File: src/rtl/secded_decoder.sv
// secded_decoder
//   Two-stage pipelined SECDED (39,32) decoder with valid/ready handshake on
//   both sides and saturating error statistics.
//
//   Codeword layout: bit 0 is overall even parity over bits 38:0, and bits
//   1..38 are Hamming positions. Check bits sit at 1,2,4,8,16,32. Data d0..d31
//   fill the remaining positions in ascending order.
//
// Ports
//   clk, rst_n        clock, asynchronous active-low reset
//   in_valid/in_ready input handshake, in_code is the received 39-bit codeword
//   out_valid/out_ready output handshake
//   out_data          corrected data (uncorrected extraction on DED)
//   out_sec, out_ded  single-error-corrected / double-error-detected flags
//   out_syndrome      Hamming syndrome of the word
//   cnt_clear         synchronous clear of counters and sticky flag
//   sec_count, ded_count  saturating event counters (CNT_W bits)
//   ded_sticky        set by any DED transfer, held until cnt_clear
module secded_decoder #(
  parameter int CNT_W = 16
) (
  input  logic             clk,
  input  logic             rst_n,
  input  logic             in_valid,
  output logic             in_ready,
  input  logic [38:0]      in_code,
  output logic             out_valid,
  input  logic             out_ready,
  output logic [31:0]      out_data,
  output logic             out_sec,
  output logic             out_ded,
  output logic [5:0]       out_syndrome,
  input  logic             cnt_clear,
  output logic [CNT_W-1:0] sec_count,
  output logic [CNT_W-1:0] ded_count,
  output logic             ded_sticky
);

  logic        s1_valid;
  logic [38:0] s1_code;
  logic [5:0]  s1_syn;
  logic        s1_par;

  logic [5:0]  syn_c;
  logic        par_c;
  logic [38:0] fixed_c;
  logic [31:0] data_c;
  logic        sec_c;
  logic        ded_c;

  logic        in_acc;
  logic        s2_load;
  logic        out_xfer;

  // A stage advances when its successor is empty or draining this cycle.
  assign in_ready = !out_valid || out_ready || !s1_valid;
  assign in_acc   = in_valid && in_ready;
  assign s2_load  = s1_valid && (!out_valid || out_ready);
  assign out_xfer = out_valid && out_ready;

  // Stage 1 combinational: syndrome and overall parity of the raw codeword.
  always_comb begin
    syn_c = '0;
    for (int i = 1; i < 39; i++) begin
      if (in_code[i]) syn_c = syn_c ^ 6'(i);
    end
    par_c = ^in_code;
  end

  // Stage 2 combinational: classification and correction.
  always_comb begin
    fixed_c = s1_code;
    sec_c   = 1'b0;
    ded_c   = 1'b0;
    if (s1_par) begin
      if (s1_syn == 6'd0) begin
        // Only the overall parity bit flipped; data is untouched.
        sec_c = 1'b1;
      end else if (s1_syn <= 6'd38) begin
        sec_c   = 1'b1;
        fixed_c = s1_code ^ (39'(1) << s1_syn);
      end else begin
        // Odd parity but syndrome points outside the codeword.
        ded_c = 1'b1;
      end
    end else if (s1_syn != 6'd0) begin
      ded_c = 1'b1;
    end
    data_c = {fixed_c[38:33], fixed_c[31:17], fixed_c[15:9],
              fixed_c[7:5], fixed_c[3]};
  end

  always_ff @(posedge clk or negedge rst_n) begin
    if (!rst_n) begin
      s1_valid <= 1'b0;
      s1_code  <= '0;
      s1_syn   <= '0;
      s1_par   <= 1'b0;
    end else begin
      if (in_acc) begin
        s1_valid <= 1'b1;
        s1_code  <= in_code;
        s1_syn   <= syn_c;
        s1_par   <= par_c;
      end else if (s2_load) begin
        s1_valid <= 1'b0;
      end
    end
  end

  always_ff @(posedge clk or negedge rst_n) begin
    if (!rst_n) begin
      out_valid    <= 1'b0;
      out_data     <= '0;
      out_sec      <= 1'b0;
      out_ded      <= 1'b0;
      out_syndrome <= '0;
    end else begin
      if (s2_load) begin
        out_valid    <= 1'b1;
        out_data     <= data_c;
        out_sec      <= sec_c;
        out_ded      <= ded_c;
        out_syndrome <= s1_syn;
      end else if (out_ready) begin
        out_valid <= 1'b0;
      end
    end
  end

  // Statistics count delivered words; a clear in the same cycle wins.
  always_ff @(posedge clk or negedge rst_n) begin
    if (!rst_n) begin
      sec_count  <= '0;
      ded_count  <= '0;
      ded_sticky <= 1'b0;
    end else if (cnt_clear) begin
      sec_count  <= '0;
      ded_count  <= '0;
      ded_sticky <= 1'b0;
    end else if (out_xfer) begin
      if (out_sec && (sec_count != '1)) sec_count <= sec_count + CNT_W'(1);
      if (out_ded && (ded_count != '1)) ded_count <= ded_count + CNT_W'(1);
      if (out_ded) ded_sticky <= 1'b1;
    end
  end

endmodule

File: config.mk
export PLATFORM = sky130hd
export DESIGN_NAME = secded_decoder
export DESIGN_NICKNAME = d
export VERILOG_FILES = /design/src/rtl/secded_decoder.sv
export SDC_FILE = /design/constraint.sdc
export NUM_CORES = 1
export LEC_CHECK = 0
export BUFFER_PORTS_ARGS = -buffer_cell sky130_fd_sc_hd__buf_2
export CELL_PAD_IN_SITES_DETAIL_PLACEMENT = 1
export CELL_PAD_IN_SITES_GLOBAL_PLACEMENT = 1
export CORE_MARGIN = 2
export CORE_UTILIZATION = 39
export CTS_CLUSTER_DIAMETER = 50
export DETAILED_ROUTE_END_ITERATION = 7
export PLACE_DENSITY = 0.86
export SLEW_MARGIN = 20
export SYNTH_ARGS = -nofsm -noshare
export SYNTH_HDL_FRONTEND = slang
export SYNTH_SLANG_ARGS = --single-unit
File: constraint.sdc
create_clock -name clk -period 2 [get_ports clk]
set_clock_uncertainty 0.2 [all_clocks]
set_input_delay 0.4 -clock clk [delete_from_list [all_inputs] [get_ports clk]]
set_output_delay 0.4 -clock clk [all_outputs]
set_load 0.01 [all_outputs]
==> results of run 1 <==
==> flip-flops by register name, summed over array words and instances (netlist names), 6 cells and up <==
name,cells
s1_code,32
s1_syn,6
ded_count,16
out_syndrome,6
out_data,32
sec_count,16
==> where the power goes <==
group          internal (mW)  switching [mW]  leakage, nW
Combinational           1.30            1.51         1.92
Sequential              2.72           0.312         1.43
Clock                   1.89            1.09        0.277
Total                   5.91            2.91         3.63
==> how the worst max path moves through the flow <==
stage | start | end | slack, ns | cells after the start
6_report | ded_count[0] | ded_count[9] | -0.05 | 8
2_1_floorplan | sec_count[0] | sec_count[11] | 0.004 | 7
3_3_place_gp | in_code[34] | s1_par | -0.09 | 7
5_1_grt | sec_count[0] | sec_count[8] | -0.12 | 8
3_5_place_dp | in_code[34] | s1_par | -0.19 | 7
4_1_cts | sec_count[10] | sec_count[5] | -0.0007 | 7
==> cell usage after synthesis, types with 6 or more instances <==
cell type	instances	area, um^2
dfrtp_1	114	2850
xnor2_1	101	885
nand2_1	68	255
nor2_1	48	180
mux2_2	39	439
o21ai_0	34	170
xor2_1	27	236
clkbuf_1	19	71.3
nor3_1	18	90.1
nand3_1	13	65.1
nand2b_1	7	43.8
nor3_2	7	70.1
o21ai_1	7	35.0
nand4_1	6	37.5
==> routing by layer <==
metal / share of wire / up-vias
met1: 0.39 / 2552
met5: 0 / -
met3: 0.047 / 33
met4: 0.020 / 0
met2: 0.54 / 156
li1: - / 2285
==> cell type report <==
cell class	count	area (um^2)
multi-input cells	421	3100
repair buffers	208	1310
inverters	5	18.8
clock inverters	13	135
fillers	1614	6490
flip-flops and latches	114	2850
clock buffers	19	453
well taps	184	230
==> logic make-up after synthesis <==
family                   Yosys count  share of synthesized area
AO/OA/AOI/OAI                     50                     0.0453
adder cells (fa/ha/maj)            2                    0.00427
XOR/XNOR                         130                      0.198
flip-flops                       114                      0.487
AND/OR/NAND/NOR                  199                      0.170
multiplexers                      40                     0.0767
buffers and inverters             28                     0.0186
==> what timing repair did <==
action | in CTS | in global routing
endpoints found under the hold margin | 24 | 0
setup endpoints to repair | 17 | 35
pin swaps | 6 | 25
resized for setup | 15 | 31
setup buffers | 7 | 4
hold buffers | 2 | 0
==> results_dict.tcl, run 1 <==
set metrics [dict create \
    status "complete, but fails checks" \
    failed_checks "negative setup slack" \
    fin_tns_setup_ns -0.123 \
    maxSlewHeadroom 0.570 \
    powerDensity_nw_per_um2 1090 \
    synth_area_per_cell_um2 10.4 \
    num_vias 5026 \
    total_power_mw 8.82 \
    chipWidth_um 127 \
    met1_usage 0.270 \
    drt-total-wl_um 18500 \
    setup_slack_ns -0.0477 \
    worstPathRequired_ns 2.12 \
    initialDrtViolationCount 288 \
    placed_area_um2 7200 \
    dp.cells 919 \
    min_period_ns 2.05 \
    tightest_slew_ns 0.646 \
    setup_viol 5 \
    cts_tree "done" \
    clkTransAtPathRegs_ns 0.06 \
    min_period_over_period 1.02 \
    grt_pass1_vias 5478 \
    boundaryPins 119 \
    cp_slowest_stage_delay_ns 0.35 \
    antenna_found_initial 0 \
    critPathKind "reg -> reg" \
    post-route-util 0.555 \
    ys_types 42 \
    gp_congestion 0.838 \
    synthesis.nets 609 \
    timing.hold.ws_ns 0.0594 \
    critPathArrivalTime_ns 2.16 \
    synth_edf_count 0 \
    r2r-end "ded_count[9]" \
    use_met2 0.426 \
    pre_cts_ws_ns -0.194 \
    ys_ff_latch 114 \
    r2r-start "ded_count[0]" \
    drive_above_1_share 0.424 \
    syn_inst 563 \
    cp_slowest_cell "dfrtp_1" \
    layout.cells.most_common_list "buf_2 (117), dfrtp_1 (114), xnor2_1 (98)" \
    final_cell_area_um2 8090 \
    critPathMaxFanout 3 \
    rsz0062_at_grt "yes" \
    end_kind "register" \
    final_common_cell "buf_2" \
    final_cells 964 \
    crit_path_cell_trace "ha_2 > and4_4 > buf_6 > nand4_1 > buf_4 > nand3_1 > xnor2_1 > nor2b_1" \
    hold_viol_final 0 \
    wl_per_cell_um 19.2 \
    seq_area_frac_synth 0.487 \
    maxCapViolCount 0 \
    clock-sinks 114 \
    cts_buffer_depth 2 \
    htree_levels 4 \
    timing.fmax_mhz 488 \
    power_leakage_nw 3.63 \
    max-vdd-ir-drop_v 0.000690 \
    synth.cell_area_um2 5860 \
    nets 813 \
    yosysWarnings 0 \
    dieHeight_um 127 \
    grt-busiest-layer "met2" \
    dr.pass1.iters 4 \
    min_from "in_code[24]" \
    rr_worst_depth 8 \
    post-dp-hpwl_um 13100 \
    overflow 0 \
    hold_path_class "in -> reg" \
    synthFlopType "dfrtp_1" \
    grt_first_pass_wirelength_um 28900 \
    start_util 0.401 \
    n_antenna_cell 0 \
    r2r_slack_ns -0.05 \
    grt_max_degree 49 \
    clock_latency_ns 0.41 \
    finalMaxSlewViolations 0 \
    whs_endpoint "s1_code[24]" \
    antenna_left 0 \
    dieArea_um2 16000 \
    coreArea_um2 14600 \
    track_usage 0.233 \
    syn_to_final_growth_pct 38.2 \
    numCtsBuffers 17 \
    drc 0 \
    crit_path_start_kind "register" \
    routed_via_density 5.21 \
    whs_path_depth 2 \
    port_buffers 118 \
    clockRootBuffer "clkbuf_16" \
    async_flop_share 1.00 \
    cp_num_buf_inv 2 \
    num_rows 44 \
    path_delay_family "simple AND/OR/NAND/NOR gates" \
    grt_util_met3 0.0510 \
]
Power figures use the tool's default switching activity.
==> run 2, diff against run 1 <==
Settings changed: CORE_MARGIN 2 to unset.
==> run 2 against run 1 <==
Effect of this change:
- the run still ends with negative setup slack left
- sequential share of layout area decreased by 0.098 points
- total power up 2.9%
- clock power increased by 4%
- utilization grew 0.15 points
- fmax down 1.8%
- highest routed layer unchanged
- cell count decreased by 0.21%
- worst setup slack worse by 0.037 ns
- global-route usage up 2.6 points
- non-clock buffer count shrank 1
==> results_dict.tcl, run 2 (synthesis gave the netlist of run 1 again) <==
set metrics [dict create \
    drc 0 \
    wl_per_cell_um 20.0 \
    num_vias 5063 \
    clockRootBuffer "clkbuf_16" \
    syn_to_final_growth_pct 38.6 \
    maxCapViolCount 0 \
    sw_frac_of_total 0.330 \
    r2r-start "sec_count[0]" \
    maxSlewHeadroom 0.584 \
    dieHeight_um 125 \
    post-dp-hpwl_um 13400 \
    grt_first_pass_wirelength_um 30900 \
    htree_levels 4 \
    seq_power_share 0.334 \
    timing.fmax_mhz 480 \
    failed_checks "negative setup slack" \
    final_cells 962 \
    hold_path_class "in -> reg" \
    r2r-end "sec_count[14]" \
    antenna_left 0 \
    placed_area_um2 7200 \
    dieArea_um2 15500 \
    routed_via_density 5.26 \
    clock_latency_ns 0.42 \
    chipWidth_um 125 \
    r2r_slack_ns -0.08 \
    intPower_mw 6.08 \
    grt_pass1_vias 5709 \
    critPathMaxFanout 5 \
    cts_tree "done" \
    min_period_over_period 1.04 \
    grt_max_degree 54 \
    worstPathRequired_ns 2.08 \
    tightest_slew_ns 0.623 \
    numCtsBuffers 17 \
    hold_viol_final 0 \
    initialDrtViolationCount 310 \
    nets 812 \
    max-vdd-ir-drop_v 0.000661 \
    crit_path_start_kind "register" \
    num_rows 44 \
    layout.cells.most_common_list "buf_2 (117), dfrtp_1 (114), xnor2_1 (100)" \
    clock-sinks 114 \
    start_util 0.401 \
    clockPowerShare 0.340 \
    setup_viol 11 \
    switching_power_mw 3.00 \
    whs_path_depth 2 \
    drive_above_1_share 0.415 \
    critPathKind "reg -> reg" \
    power_leakage_nw 3.69 \
    final_cell_area_um2 8120 \
    combinationalPowerShare 0.326 \
    track_usage 0.259 \
    rsz0062_at_grt "yes" \
    timing.hold.ws_ns 0.0443 \
    powerDensity_nw_per_um2 1120 \
    finalMaxSlewViolations 0 \
    antenna_found_initial 0 \
    cts_buffer_depth 2 \
    port_buffers 118 \
    final_common_cell "buf_2" \
    whs_endpoint "s1_code[12]" \
    end_kind "register" \
    coreArea_um2 14600 \
    gp_congestion 0.844 \
    dp.cells 916 \
    clkTransAtPathRegs_ns 0.05 \
    largestRegisters "out_data (32), s1_code (32)" \
    min_from "in_code[12]" \
    min_period_ns 2.08 \
    status "complete, but fails checks" \
    n_antenna_cell 0 \
    rr_worst_depth 9 \
    overflow 0 \
    boundaryPins 119 \
    drt-total-wl_um 19300 \
    setup_slack_ns -0.0844 \
    critPathArrivalTime_ns 2.16 \
    dr.pass1.iters 4 \
]
## run 2: power by group through the flow
stage | logic (mW) | registers (mW) | clock network, mW
floorplan | 1.35 | 3.11 | 0
global placement | 2.56 | 3.02 | 0
detailed placement | 2.70 | 3.06 | 0
CTS | 2.85 | 3.03 | 3.13
global route | 3.16 | 3.08 | 3.24
finish | 2.96 | 3.03 | 3.09
## run 2: critical path: stages, from the launching register on
cell and delay (ns):
dfrtp_1 0.37, ha_2 0.20, nand4_1 0.16, nor4_4 0.25
buf_4 0.19, nor3_2 0.06, buf_4 0.17, nand4_1 0.11
xor2_1 0.16, nor2_1 0.06
## run 2: final cells by class
| type | count | area [um^2] |
|---|---|---|
| Multi-Input combinational cell | 421 | 3100 |
| Tap cell | 184 | 230 |
| Clock inverter | 11 | 136 |
| Clock buffer | 20 | 457 |
| Inverter | 5 | 18.8 |
| Sequential cell | 114 | 2850 |
| Fill cell | 1616 | 6470 |
| Timing Repair Buffer | 207 | 1320 |
## run 2: worst max path at each step
| stage | startpoint | endpoint | slack (ns) | depth (start not counted) |
|---|---|---|---|---|
| after floorplan | sec_count[0] | sec_count[11] | 0.004 | 7 |
| after global placement | in_code[33] | s1_par | -0.11 | 8 |
| after detailed placement | in_code[33] | s1_par | -0.25 | 8 |
| after CTS | ded_count[1] | ded_count[14] | -0.02 | 8 |
| after global routing | sec_count[0] | sec_count[11] | -0.20 | 8 |
| final | sec_count[0] | sec_count[14] | -0.08 | 9 |
## run 2: what timing repair did
action,in CTS,in global routing
hold buffers,2,0
cloned,0,0
gates resized for setup,19,26
setup buffers,8,6
endpoints found under the setup margin,20,37
pin swaps,12,19
endpoints found under the hold margin,115,0
## run 2: per-stage QoR
step | util | total power [mW] | setup slack, ns | setup TNS, ns
2_1_floorplan | - | 4.46 | 0.00438 | 0
3_3_place_gp | 0.494 | 5.58 | -0.111 | -0.138
3_5_place_dp | 0.494 | 5.75 | -0.246 | -1.04
4_1_cts | 0.546 | 9.00 | -0.0202 | -0.0202
5_1_grt | 0.556 | 9.49 | -0.199 | -2.35
6_report | 0.556 | 9.08 | -0.0844 | -0.463
## run 2: metal layers
metal	global-route usage	vias up	part of all wire
met1	0.293	2548	0.39
met2	0.463	180	0.53
met4	0.117	0	0.034
met3	0.0554	55	0.045
li1	-	2280	-
met5	0	-	0
==> run 3, diff against run 2 <==
Settings changed: ABC_AREA set to 1, CORE_UTILIZATION 39 to 37, PLACE_DENSITY 0.86 to 0.85.
==> run 3 against run 2 <==
Effect of this change:
- the run ends with design-rule violations, negative setup slack left
- register-to-register slack about the same
- routed wire length rose by 21%
- via count up 37%
- fmax up 0.16%
- first-iteration DRC count up 27%
- design area up 10%
- hold slack better by 0.018 ns
- worst setup slack better by 0.0032 ns
- count of clock-buffer cells in the layout unchanged
- clock power down 7.4%
- critical path type unchanged
==> results_dict.tcl, run 3 <==
set metrics [dict create \
    timing.fmax_mhz 480 \
    ys_ff_latch 114 \
    port_buffers 118 \
    yosysMostFrequentCell "nand2_1" \
    cp_slowest_stage_delay_ns 0.45 \
    synth_edf_count 0 \
    synth-compound-area-share 0.0973 \
    grt_max_degree 65 \
    maxSlewHeadroom 0.465 \
    cts_tree "done" \
    gp_congestion 0.893 \
    synth_top_area_cell "dfrtp_1" \
    final_common_cell "nand2_1" \
    dieHeight_um 139 \
    largestRegisters "out_data (32), s1_code (32)" \
    track_usage 0.239 \
    hold_path_class "in -> reg" \
    rr_worst_depth 8 \
    drt-total-wl_um 23200 \
    synth.cell_area_um2 6900 \
    coreArea_um2 18100 \
    numCtsBuffers 17 \
    crit_path_start_kind "register" \
    yosys-top-cells-area "dfrtp_1 (41%), nand2_1 (18%), xor2_1 (6.1%), inv_1 (4.7%), nand3_1 (4.3%)" \
    final_cells 1327 \
    grt_first_pass_wirelength_um 36200 \
    r2r_slack_ns -0.08 \
    finalMaxSlewViolations 0 \
    rsz0062_at_grt "yes" \
    power_leakage_nw 4.57 \
    wl_per_cell_um 17.5 \
    seq_area_um2 2860 \
    post-dp-hpwl_um 16300 \
    failed_checks "design-rule violations, negative setup slack" \
    tightest_slew_ns 0.797 \
    placed_area_um2 8090 \
    drc 11 \
    multi_input_area_um2 3800 \
    routed_via_density 5.24 \
    yosys.area_share.simple 0.316 \
    initialDrtViolationCount 394 \
    maxCapViolCount 0 \
    drive_above_1_share 0.283 \
    grt_pass1_vias 7152 \
    seq_area_frac_synth 0.413 \
    synth_top_family_by_area "simple AND/OR/NAND/NOR gates" \
    chipWidth_um 139 \
    dieArea_um2 19200 \
    clkTransAtPathRegs_ns 0.06 \
    critPathMaxFanout 6 \
    post-route-util 0.494 \
    antenna_found_initial 0 \
    critPathKind "reg -> reg" \
    setup_viol 15 \
    hold_viol_final 0 \
    syn_to_final_growth_pct 29.8 \
    fillCellCount 2246 \
    min_period_ns 2.08 \
    async_flop_share 1.00 \
    total_power_mw 8.64 \
    ys_top_cells_by_count "nand2_1 (324), dfrtp_1 (114), inv_1 (86), nand3_1 (59), xor2_1 (48)" \
    final_cell_area_um2 8960 \
    fin_tns_setup_ns -0.744 \
    min_period_over_period 1.04 \
    end_kind "register" \
    htree_levels 4 \
    n_antenna_cell 0 \
    num_vias 6952 \
    crit_path_cell_trace "nand2_2 > nor3_4 > nand2_2 > o31ai_4 > buf_6 > buf_6 > o21ai_1 > a21oi_1" \
    synth_area_per_cell_um2 7.55 \
    boundaryPins 119 \
    setup_slack_ns -0.0812 \
    status "complete, but fails checks" \
    ys_types 35 \
    start_util 0.380 \
    layout.cells.most_common_list "nand2_1 (314), buf_2 (117), dfrtp_1 (107)" \
    clock-sinks 114 \
    synthMuxAreaShare 0 \
    synthAdderAreaFrac 0.00362 \
    whs_path_depth 3 \
    synthFlopType "dfrtp_1" \
    synthesis.nets 961 \
    antenna_left 0 \
    nets 1131 \
    yosysTopAreaCellShare 0.413 \
    syn_inst 915 \
    critPathArrivalTime_ns 2.22 \
    overflow 0 \
    dp.cells 1277 \
    worstPathRequired_ns 2.14 \
    clock_latency_ns 0.41 \
    max-vdd-ir-drop_v 0.000492 \
    cts_buffer_depth 2 \
    powerDensity_nw_per_um2 964 \
    synth-xor-area-share 0.0964 \
    dr.pass1.iters 8 \
    clockRootBuffer "clkbuf_16" \
    yosysWarnings 0 \
    num_rows 49 \
    cp_slowest_cell "dfrtp_1" \
]
-- run 3: repair_timing --
item / in CTS / in global routing
hold buffers: 1 / 0
endpoints found under the hold margin: 23 / 0
setup buffers: 0 / 13
resized for setup: 7 / 35
pin swaps: 1 / 16
cloned: 0 / 4
endpoints found under the setup margin: 22 / 49
-- run 3: critical path, delay by kind of cell (launching register included) --
kind | cells | cell delay (ns)
and+or+nand+nor | 3 | 0.49
AOI/OAI and AO/OA | 3 | 0.54
DFF | 1 | 0.45
buffers and inverters | 2 | 0.33
-- run 3: layout make-up --
class,count,share of cell area
multi-input combinational,679,0.424
sequential,114,0.319
timing repair buffer,175,0.121
clock buffer,20,0.0498
inverter,98,0.0413
tap,229,0.0320
clock inverter,12,0.0124
-- run 3: routing by layer --
metal / GRT usage / wire (um) / up-vias
met2: 0.431 / 11900 / 237
met5: 0 / 0 / -
li1: - / - / 3278
met4: 0.0798 / 532 / 0
met3: 0.0373 / 1220 / 48
met1: 0.291 / 9590 / 3389
-- run 3: metrics by stage --
| step | hold WS (ns) | worst slack, ns |
|---|---|---|
| after CTS | 0.0447 | 0.000224 |
| after floorplan | -0.0956 | -0.0407 |
| after global placement | 0.148 | 0.00117 |
| final | 0.0621 | -0.0812 |
| after global routing | 0.0531 | -0.170 |
| after detailed placement | 0.151 | -0.0653 |
-- run 3: power breakdown --
part,internal (mW),switching (mW)
clock,1.74,1.12
sequential,2.75,0.352
combinational,1.00,1.68
total,5.49,3.15
-- run 3: worst paths after layout --
path | from | to
worst min register to register | ded_sticky | ded_sticky
max in group asynchronous | rst_n | s1_syn[2]
worst max-delay path | ded_count[7] | ded_count[2]
worst min-delay path | in_code[34] | s1_code[34]
min in group asynchronous | rst_n | sec_count[3]
worst max register to register | ded_count[7] | ded_count[2]
-- run 3: cells by family (layout without fill, tap and decap cells) --
family / Yosys count / in the layout
AO/OA/AOI/OAI: 109 / 109
XOR/XNOR: 76 / 76
adder cells (fa/ha/maj): 2 / 2
buffers and inverters: 126 / 305
flip-flops: 114 / 114
AND/OR/NAND/NOR: 488 / 492
